File: src/rtl/de2_115_ledg_pwm.sv
// Green-LED PWM stage behind the LEDG PIO: per-LED brightness, optional linear fade,
// configured through a zero-wait-state Avalon-MM slave.
module de2_115_ledg_pwm #(
    parameter int NUM_LEDS = 9,
    parameter int PWM_BITS = 8
) (
    input  logic                clk,
    input  logic                reset_n,
    input  logic [NUM_LEDS-1:0] led_in,
    input  logic [1:0]          address,
    input  logic                chipselect,
    input  logic                write_n,
    input  logic [31:0]         writedata,
    output logic [31:0]         readdata,
    output logic [NUM_LEDS-1:0] led_out
);

    logic [PWM_BITS-1:0] bright;
    logic [15:0]         prescale;
    logic                en;
    logic                fade;

    logic [NUM_LEDS-1:0] led_q;
    logic [PWM_BITS-1:0] level  [NUM_LEDS];
    logic [PWM_BITS-1:0] target [NUM_LEDS];
    logic [NUM_LEDS-1:0] settled;
    logic [PWM_BITS-1:0] pwm_cnt;
    logic [15:0]         presc_cnt;

    logic wr;
    logic tick;
    logic unused_wdata;

    assign wr           = chipselect && !write_n;
    assign tick         = en && (presc_cnt == 16'd0);
    assign unused_wdata = ^writedata[31:16];

    always_comb begin
        for (int i = 0; i < NUM_LEDS; i++) begin
            target[i]  = led_q[i] ? bright : '0;
            settled[i] = (level[i] == target[i]);
        end
    end

    always_comb begin
        readdata = '0;
        case (address)
            2'd0: readdata[PWM_BITS-1:0] = bright;
            2'd1: readdata[15:0]         = prescale;
            2'd2: readdata[1:0]          = {fade, en};
            2'd3: readdata[NUM_LEDS-1:0] = settled;
            default: readdata = '0;
        endcase
    end

    always_ff @(posedge clk or negedge reset_n) begin
        if (!reset_n) begin
            bright   <= '1;
            prescale <= '0;
            en       <= 1'b1;
            fade     <= 1'b0;
        end else if (wr) begin
            case (address)
                2'd0: bright   <= writedata[PWM_BITS-1:0];
                2'd1: prescale <= writedata[15:0];
                2'd2: begin
                    en   <= writedata[0];
                    fade <= writedata[1];
                end
                default: ;
            endcase
        end
    end

    always_ff @(posedge clk or negedge reset_n) begin
        if (!reset_n) begin
            led_q <= '0;
        end else begin
            led_q <= led_in;
        end
    end

    // A PRESCALE write restarts the interval at once; the tick of that cycle still used the old count.
    always_ff @(posedge clk or negedge reset_n) begin
        if (!reset_n) begin
            pwm_cnt   <= '0;
            presc_cnt <= '0;
        end else if (!en) begin
            pwm_cnt   <= '0;
            presc_cnt <= '0;
        end else begin
            pwm_cnt <= pwm_cnt + 1'b1;
            if (wr && address == 2'd1) begin
                presc_cnt <= writedata[15:0];
            end else if (presc_cnt == 16'd0) begin
                presc_cnt <= prescale;
            end else begin
                presc_cnt <= presc_cnt - 16'd1;
            end
        end
    end

    always_ff @(posedge clk or negedge reset_n) begin
        if (!reset_n) begin
            for (int i = 0; i < NUM_LEDS; i++) begin
                level[i] <= '0;
            end
        end else begin
            for (int i = 0; i < NUM_LEDS; i++) begin
                if (!en) begin
                    level[i] <= '0;
                end else if (!fade) begin
                    level[i] <= target[i];
                end else if (tick && (level[i] < target[i])) begin
                    level[i] <= level[i] + 1'b1;
                end else if (tick && (level[i] > target[i])) begin
                    level[i] <= level[i] - 1'b1;
                end
            end
        end
    end

    // Strict compare: level L is lit for exactly L of the 2**PWM_BITS counter phases.
    always_ff @(posedge clk or negedge reset_n) begin
        if (!reset_n) begin
            led_out <= '0;
        end else begin
            for (int i = 0; i < NUM_LEDS; i++) begin
                led_out[i] <= en && (level[i] > pwm_cnt);
            end
        end
    end

endmodule

File: config.mk
export PLATFORM = sky130hd
export DESIGN_NAME = de2_115_ledg_pwm
export DESIGN_NICKNAME = d
export VERILOG_FILES = /design/src/rtl/de2_115_ledg_pwm.sv
export SDC_FILE = /design/constraint.sdc
export NUM_CORES = 1
export LEC_CHECK = 0
export ABC_AREA = 1
export CAP_MARGIN = 20
export CORE_MARGIN = 2
export CORE_UTILIZATION = 40
export CTS_CLUSTER_DIAMETER = 100
export CTS_CLUSTER_SIZE = 25
export DETAILED_ROUTE_END_ITERATION = 10
export PLACE_DENSITY = 0.59
export RECOVER_POWER = 50
export SETUP_SLACK_MARGIN = 0.02
export SYNTH_ARGS = -nofsm -noshare
export SYNTH_HDL_FRONTEND = slang
export SYNTH_SLANG_ARGS = --single-unit
export TNS_END_PERCENT = 100
File: constraint.sdc
create_clock -name clk -period 2.85 [get_ports clk]
set_clock_uncertainty 0.05 [all_clocks]
set_input_delay 0.57 -clock clk [delete_from_list [all_inputs] [get_ports clk]]
set_output_delay 0.57 -clock clk [all_outputs]
set_load 0.05 [all_outputs]
Word level (Yosys, flattened, before mapping)
Cells that the tools add are included.
{"block": "op_classes", "n_addsub": 20, "n_lt_le_gt_ge": 27, "eq_ne": 21, "muxes": 53, "reduce_logical": 36}
{"cell": "8-bit two-way mux", "count": 46}
{"cell": "8-bit greater-than comparator", "count": 18}
{"cell": "8-bit by 1-bit adder with 8-bit output (second input constant)", "count": 10}
{"cell": "8-bit equality test", "count": 9}
{"cell": "8-bit < comparator", "count": 9}
{"cell": "8-bit by 1-bit subtractor with 8-bit output (second input constant)", "count": 9}
{"cell": "16-bit two-way mux", "count": 3}
{"cell": "4-bit by 2-bit != test with 1-bit output (second input constant)", "count": 9}
{"cell": "1-bit logical AND", "count": 30}
{"cell": "6-bit case mux with 3 select lines", "count": 1}
{"cell": "16-bit logical NOT", "count": 1}
{"cell": "16-bit by 1-bit subtractor with 16-bit output (second input constant)", "count": 1}
{"cell": "2-bit case mux with 4 select lines", "count": 1}
{"cell": "7-bit two-way mux", "count": 1}
{"cell": "2-bit AND reduction", "count": 3}
{"cell": "2-bit equality test (second input constant)", "count": 2}
{"cell": "2-bit by 1-bit equality test with 1-bit output (second input constant)", "count": 1}
{"cell": "2-bit logical NOT", "count": 1}
{"cell": "1-bit case mux with 2 select lines", "count": 1}
{"cell": "1-bit logical NOT", "count": 1}
{"block": "totals", "regBits": 140, "in_bits": 47, "out_inout_bits": 41, "wordCells": 174}

Depth between registers and ports, before layout
Gate-level depths: netlist (run 1).
{"block": "depth", "depth_word": 7, "depth_mapped": 23, "mapped_depth_nobuf": 22}

Least setup slack after synthesis (run 1)
No wires, ideal clock.
{"block": "synth_timing", "path_type": "flip-flop to flip-flop", "start": "reg bright[7]", "end": "reg level[37] (netlist bit)", "setup_time_ns": 0.122, "t_arrival_ns": 2.840, "required_time_ns": 2.678, "slack_ns": -0.162, "stages_incl_launch_ff": 17, "path_buffers": 1, "synth_period_minus_slack_ns": 3.012, "path_cell_list": "dfstp_2 -> clkbuf_1 -> nand2_1 -> ha_1 -> nand2_1 -> inv_1 -> nand2_1 -> nand3_1 -> inv_1 -> nand3_2 -> ha_1 -> a21oi_1 -> or2_2 -> nand3_1 -> or2_2 -> a21oi_1 -> o21ai_1"}
{"block": "synth_via", "elab_chain_len": 6, "elab_cells_between_ends": 9, "classes_between": "2 x order compare; 1 x eq/ne; 4 x mux; 2 x reduce/logical"}
{"item": "from (decl)", "line_no": "18", "rtl": "logic [PWM_BITS-1:0] bright;"}
{"item": "from (signal assigned)", "line_no": "64", "rtl": "2'd0: bright <= writedata[PWM_BITS-1:0];"}
{"item": "8-bit two-way mux *", "line_no": "40", "rtl": "target[i] = led_q[i] ? bright : '0;"}
{"item": "8-bit < comparator", "line_no": "114", "rtl": "end else if (tick && (level[i] < target[i])) begin"}
{"item": "1-bit logical AND", "line_no": "114"}
{"item": "8-bit two-way mux", "line_no": "114"}
{"item": "8-bit two-way mux", "line_no": "112", "rtl": "end else if (!fade) begin"}
{"item": "8-bit two-way mux", "line_no": "110", "rtl": "if (!en) begin"}
{"item": "to (signal, indexed assignment)", "line_no": "113", "rtl": "level[i] <= target[i];"}
{"item": "to (signal, indexed assignment)", "line_no": "115", "rtl": "level[i] <= level[i] + 1'b1;"}
{"item": "to (signal, indexed assignment)", "line_no": "117", "rtl": "level[i] <= level[i] - 1'b1;"}
{"item": "to (decl)", "line_no": "24", "rtl": "logic [PWM_BITS-1:0] level [NUM_LEDS];"}
Mark *: on every way between the ends. The rest lies on a longest branch, timed or not.
A chain may end at the register's enable or synchronous reset.

Final worst setup path (run 1)
{"block": "layout_timing", "start": "reg bright[5]", "end": "out readdata[2]"}
{"block": "layout_via", "elab_chain_len": 3}
{"item": "8-bit two-way mux", "line_no": "40"}
{"item": "8-bit equality test", "line_no": "41", "rtl": "settled[i] = (level[i] == target[i]);"}
{"item": "6-bit case mux with 3 select lines", "line_no": "47", "rtl": "case (address)"}
{"item": "to (decl)", "line_no": "14", "rtl": "output logic [31:0] readdata,"}
Every way passes these cells.

==> flow_summary.yaml, run 1 <==
routing:
  drc_errors: 0
  routed_wl_um: 48550
  postRouteAntennaNets: 0
  firstDrtPassIters: 6
  detailroute.via_count: 14480
  dr.first_iter.drc_count: 1172
  routedWlPerCell_um: 17.86
  vias_per_cell: 5.326
die:
  pin_count: 88
  die_h_um: 186.6
  die-area_mm2: 0.03483
  start_util_pct: 40.79
  core_area_mm2: 0.03270
  row_count: 66
  fp.dieW_um: 186.6
placed_design:
  hpwl_um: 32350
  port_buffers: 55
  gp_congestion: 0.8822
  pre_cts_ws_ns: -0.2742
synth:
  synth_top_family_by_area: "simple AND/OR/NAND/NOR gates"
  ys_ff_latch: 140
  synth_edf_count: 0
  synth_adder_area_share_pct: 21.05
  syn_area_mm2: 0.01334
  syn_inst: 1882
  synth-simple-area-share_pct: 28.29
  synth_compound_area_share_pct: 14.46
  synth_xor_area_share_pct: 1.641
  synthArstFlopShare_pct: 100.0
  syn_area_per_cell_um2: 7.088
  ys_warn_count: 0
  ys_seq_area_share_pct: 26.35
  synth_cell_type_count: 48
  synth_flop_cell: "dfrtp_1"
  synth.area.mux_share_pct: 0.1688
clocking:
  numCtsBuffers: 17
  cts_num_sinks: 140
  hold_buffers: 0
  clockBufferDepth: 2
  htreeDepth: 4
  clock_latency_ns: 0.45
  path_clk_slew_ns: 0.06
  cts_tree: "built"
  cts_root_buffer: "clkbuf_16"
worst_hold_path:
  hold_class: "in2async"
timing:
  max_freq_mhz: 309.9
  post-route-period-util_pct: 113.2
  finalWorstSetupSlack_ns: -0.3765
  final_hold_viol_count: 0
  fin_crit_ns: 3.226
  slew_violations: 0
  tightestPinTransition_ns: 1.489
  setup_viol: 46
  slew_headroom_pct: 0.7470
  rsz0062_at_grt: "true"
grt:
  antenna_found_initial: 0
  grt_pass1_vias: 14080
  grt_overflow: 0
  grt_max_degree: 54
  grt_pass1_wl_um: 74410
  grt_use_total_pct: 26.91
layout:
  post-route-util_pct: 61.06
  drive_above_1_share_pct: 34.21
  most-common-layout-cells: "nand2_1, buf_4, inv_1"
  num-fill-cells: 2842
  antenna_cells: 0
  nNetsFinal: 2530
  syn_to_final_growth_pct: 49.69
  final_common_cell: "nand2_1"
power:
  power_density_mw_per_mm2: 969.1
  ir_drop_mv: 0.5875
  total_leakage_power_uw: 0.009739
critical_path:
  cp-end-kind: "output port"
  crit_path_start_kind: "register"
  crit_start: "bright[5]$_DFFE_PN1P_"
  crit_type: "reg2out"
  cp.arrival_ns: 2.61
  cp_max_fo: 8
  worstPathRequired_ns: 2.23
  r2r_start: "bright[6]$_DFFE_PN1P_"
outcome:
  status: "finished with violations"
  violations: "setup timing"
flow_run:
  drv_cap: 0
==> power by group <==
group          total (uW)  internal [uW]  switching [uW]
clock                2210           1200            1010
sequential           3110           2500             609
combinational       14000           6420            7610
==> synth_stat cells, types with 4 or more instances <==
cell | instances | share of area (%)
nor2_2 | 6 | 0.28
o22ai_1 | 17 | 0.80
dfstp_2 | 9 | 1.8
fa_1 | 9 | 1.4
a31o_2 | 7 | 0.46
o211ai_1 | 6 | 0.34
inv_2 | 7 | 0.20
clkbuf_1 | 42 | 1.2
nand2_2 | 7 | 0.33
dfrtp_1 | 131 | 25
o21ai_1 | 17 | 0.64
xnor2_1 | 4 | 0.26
xor2_1 | 21 | 1.4
o21bai_1 | 17 | 0.96
buf_2 | 5 | 0.19
ha_1 | 210 | 20
nand2_1 | 613 | 17
or2_2 | 9 | 0.42
inv_1 | 191 | 5.4
nor2_1 | 82 | 2.3
a31oi_1 | 8 | 0.38
nand3_1 | 102 | 3.8
o21ai_0 | 101 | 3.8
a21o_1 | 6 | 0.34
buf_4 | 16 | 0.90
o221ai_1 | 6 | 0.39
nor3_1 | 8 | 0.30
nand4_1 | 32 | 1.5
a21oi_1 | 142 | 5.3
nand3_2 | 19 | 1.4
==> through the flow <==
step                      power (uW)  instance area [um^2]  setup TNS (ns)  instances  hold slack, ns
after detailed placement       14040                 16690          -7.189       2606          0.4382
after floorplan                 9937                 13510               0       1897          0.2244
after global placement         13830                 16690          -4.896       2606          0.4004
after CTS                      17660                 18650          -4.967       2684         0.07145
after global routing           20930                 19970          -13.98       2719          0.4750
final                          19350                 19970          -5.796       2719          0.4224
==> area by class of cell <==
cell class              count  area [um^2]  share of cell area (%)
repair buffers            411         3696                   18.51
inverters                 201        770.7                   3.860
clock inverters            14        123.9                  0.6204
well taps                 442        553.0                   2.770
multi-input cells        1493        10870                   54.45
clock buffers              18        429.2                   2.149
flip-flops and latches    140         3522                   17.64
==> critical path: stages (launching register included) <==
cell      delay [ns]
dfstp_2         0.56
buf_12          0.18
nand2_2         0.09
ha_4            0.27
nand2_1         0.07
nor2_4          0.09
buf_4           0.11
nand4_1         0.22
o211ai_1        0.25
buf_4           0.16
buf_12          0.13
==> path summary, 6_finish.rpt <==
kind / to / cells past startpoint / slack (ns)
min: led_q[3]$_DFF_PN0_ / 1 / 0.42
max in group asynchronous: led_q[0]$_DFF_PN0_ / 2 / 0.45
max reg2reg: level[20]$_DFFE_PN0P_ / 19 / -0.18
min in group clk: pwm_cnt[7]$_DFF_PN0_ / 1 / 0.45
min reg2reg: pwm_cnt[7]$_DFF_PN0_ / 1 / 0.45
max: readdata[2] / 10 / -0.38
==> flip-flops by register name (all words and copies together), names as in the netlist <==
register	cells
led_q	9
pwm_cnt	8
presc_cnt	16
level	72
led_out	9
fade	1
en	1
prescale	16
bright	8
==> timing repair <==
item	4_1_cts	5_1_grt
endpoints found under the setup margin	58	67
endpoints found under the hold margin	0	0
pin swaps	83	136
cloned	1	0
gates resized for setup	203	230
buffers inserted	55	41
==> layer usage <==
metal  up-vias  part of all wire, %  GRT usage, %
met3        98                  6.8         3.423
li1       7043                    -             -
met1      6795                   44         36.30
met5         -                    0             0
met2       546                   47         45.01
met4         0                  2.9         7.967
==> logic make-up after synthesis <==
family / after synthesis
compound gates: 343
xor+xnor: 25
fa+ha+maj: 219
buf+inv: 265
flops: 140
mux: 2
other cells: 1
simple gates: 887
Note: power is estimated with default switching activity, not from simulation.
==> run 2, diff against run 1 <==
Settings changed: ABC_AREA 1 to not set, PLACE_DENSITY 0.59 to 0.56, SLEW_MARGIN set to 5.
==> flow_summary.yaml, run 2 <==
outcome:
  violations: "capacitance limit, slew limit, setup timing"
  status: "finished with violations"
timing:
  rsz0062_at_grt: "true"
  finalWorstSetupSlack_ns: -0.9222
  finalSetupTns_ns: -37.27
  fin_crit_ns: 3.772
  setup_viol: 72
  tightestPinTransition_ns: 2.666
  whs_ns: 0.4527
  final_hold_viol_count: 0
  post-route-period-util_pct: 132.4
  max_freq_mhz: 265.1
  slew_headroom_pct: -77.76
  slew_violations: 46
placed_design:
  port_buffers: 55
  hpwl_um: 31670
  pre_cts_ws_ns: -1.091
  gp_congestion: 0.9433
  dp.cells: 2236
grt:
  grt_pass1_wl_um: 71130
  grt_use_total_pct: 27.57
  grt_overflow: 0
  grt_pass1_vias: 13040
  antenna_found_initial: 0
  grt_max_degree: 71
synth:
  synth_top_cell_by_area: "dfrtp_1"
  syn_area_per_cell_um2: 8.558
  yosys-top-cells-count: "ha_1, nand2_1, a21oi_1"
  synth_cell_type_count: 62
  synth_most_common_cell: "ha_1"
  syn_inst: 1481
  synthArstFlopShare_pct: 100.0
  ys_seq_area_share_pct: 27.73
  synth_flop_cell: "dfrtp_1"
  synth_top_area_share_pct: 25.86
  synth_edf_count: 0
  yosys-top-cells-area: "dfrtp_1, ha_1, a21oi_1"
  syn_area_mm2: 0.01267
  ys_ff_latch: 140
  ys_warn_count: 0
critical_path:
  cpPeakStageDelay_ns: 0.61
  crit_family: "simple AND/OR/NAND/NOR gates"
  crit_buf_inv: 1
  cp.arrival_ns: 4.07
  worstPathRequired_ns: 3.14
  crit_type: "reg2reg"
  cp_max_fo: 5
  cp_cell_sequence: "or4_4 -> or4_4 -> buf_4 -> or4_4 -> ha_4 -> or3_1 -> o21ai_1 -> xor2_1 -> or3_1 -> a311oi_1"
  cp-end-kind: "register"
  cp_common_cell: "or4_4"
  slowest_stage: "or4_4"
  crit_path_start_kind: "register"
layout:
  multi_input_area_mm2: 0.01039
  syn_to_final_growth_pct: 53.51
  most-common-layout-cells: "buf_4, nand2_1, ha_1"
  drive_above_1_share_pct: 37.54
  reg_top3: "level (72), presc_cnt (16), prescale (16)"
  antenna_cells: 0
  nNetsFinal: 2179
  num-fill-cells: 2561
  post-route-util_pct: 61.98
  largest_reg_flops: 72
  register_area_mm2: 0.003521
  final_common_cell: "buf_4"
  top_register: "level"
  final_cells: 2328
clocking:
  numCtsBuffers: 17
  cts_root_buffer: "clkbuf_16"
  path_clk_slew_ns: 0.07
  clock_latency_ns: 0.44
  cts_tree: "built"
  htreeDepth: 4
  cts_num_sinks: 140
  clockBufferDepth: 2
die:
  fp.dieW_um: 182.0
  row_count: 65
  pin_count: 88
  die-area_mm2: 0.03313
  core_area_mm2: 0.03139
  start_util_pct: 40.37
  die_h_um: 182.0
routing:
  dr.first_iter.drc_count: 773
  routed_wl_um: 45970
  vias_per_cell: 5.592
  routedWlPerCell_um: 19.75
  firstDrtPassIters: 6
  postRouteAntennaNets: 0
  detailroute.via_count: 13020
  drc_errors: 0
power:
  power_density_mw_per_mm2: 1015
  total_leakage_power_uw: 0.009131
  ir_drop_mv: 0.6097
worst_hold_path:
  hold_class: "reg2reg"
flow_run:
  drv_cap: 1
==> run 2: changes by cell type in the layout (fill, tap and decap cells not counted), moves of 27 or more <==
cell | before | now
nand2_1 | 519 | 167
buf_4 | 297 | 359
ha_1 | 121 | 149
nand3_1 | 76 | 28
a21o_1 | 6 | 51
nand2_2 | 71 | 6
inv_1 | 165 | 54
o21ai_0 | 81 | 50
inv_2 | 30 | 3
==> run 2: final timing paths <==
kind                                                from                        to  slack, ns  depth (start not counted)
worst min-delay path            prescale[13]$_DFFE_PN0P_  prescale[13]$_DFFE_PN0P_       0.45                          2
max in group asynchronous                        reset_n          fade$_DFFE_PN0P_       0.12                          1
worst max register to register    presc_cnt[4]$_DFF_PN0_     level[71]$_DFFE_PN0P_      -0.92                         10
worst min register to register  prescale[13]$_DFFE_PN0P_  prescale[13]$_DFFE_PN0P_       0.45                          2
worst max-delay path              presc_cnt[4]$_DFF_PN0_     level[71]$_DFFE_PN0P_      -0.92                         10
min in group asynchronous                        reset_n        led_q[0]$_DFF_PN0_       0.91                          1
==> run 2: repair_timing <==
item                                   4_1_cts  5_1_grt
resized for setup                          208      116
pin swaps                                  117      108
hold buffers                                 0        0
endpoints found under the hold margin        0        0
buffers inserted                            47       28
setup endpoints to repair                   73       76
gates cloned                                 0        1
==> run 2: cell families (layout without fill, tap and decap cells) <==
kind of cell               count (synthesis)  after routing  synth area share, %
AOI/OAI and AO/OA                        408            408                20.27
buffers and inverters                    133            562                4.492
other                                      1             16              0.02959
adders and majority gates                219            219                22.15
DFF                                      140            140                27.73
and+or+nand+nor                          483            484                17.95
xor gates and xnor gates                  67             67                4.630
muxes                                     30             30                2.754
==> run 2: per-stage QoR <==
stage          total power, uW  instance area (um^2)
4_1_cts                  18500                 18690
6_report                 19740                 19460
2_1_floorplan             9777                 12800
3_3_place_gp             14190                 16530
3_5_place_dp             14430                 16530
5_1_grt                  21150                 19460
==> run 2: tightest hold or removal path: cells and delay by family, from the launching register on <==
family        cells  cell delay, ns
simple gates      2            0.12
flops             1            0.36
==> run 2: where the power goes <==
part | switching, uW | internal (uW)
Sequential | 429 | 2510
Combinational | 6960 | 7360
Clock | 1070 | 1420
==> run 2: routing by layer <==
metal,GRT usage [%],up-vias,routed length [um]
met3,3.971,103,2454
li1,-,6214,-
met1,36.92,6292,20330
met4,8.935,0,1308
met5,0,-,0
met2,45.82,409,21880
==> run 2: area by class of cell <==
class | instances | share of cell area (%)
Tap cell | 402 | 2.585
Sequential cell | 140 | 18.10
Timing Repair Buffer | 473 | 21.64
Multi-Input combinational cell | 1224 | 53.39
Inverter | 57 | 1.100
Clock buffer | 18 | 2.257
Clock inverter | 14 | 0.9324
==> run 3, diff against run 2 <==
Settings changed: ABC_CLOCK_PERIOD_IN_PS set to 2850.
==> results of run 3 <==
The final DEF is identical to that of run 2; final timing and power are the same.
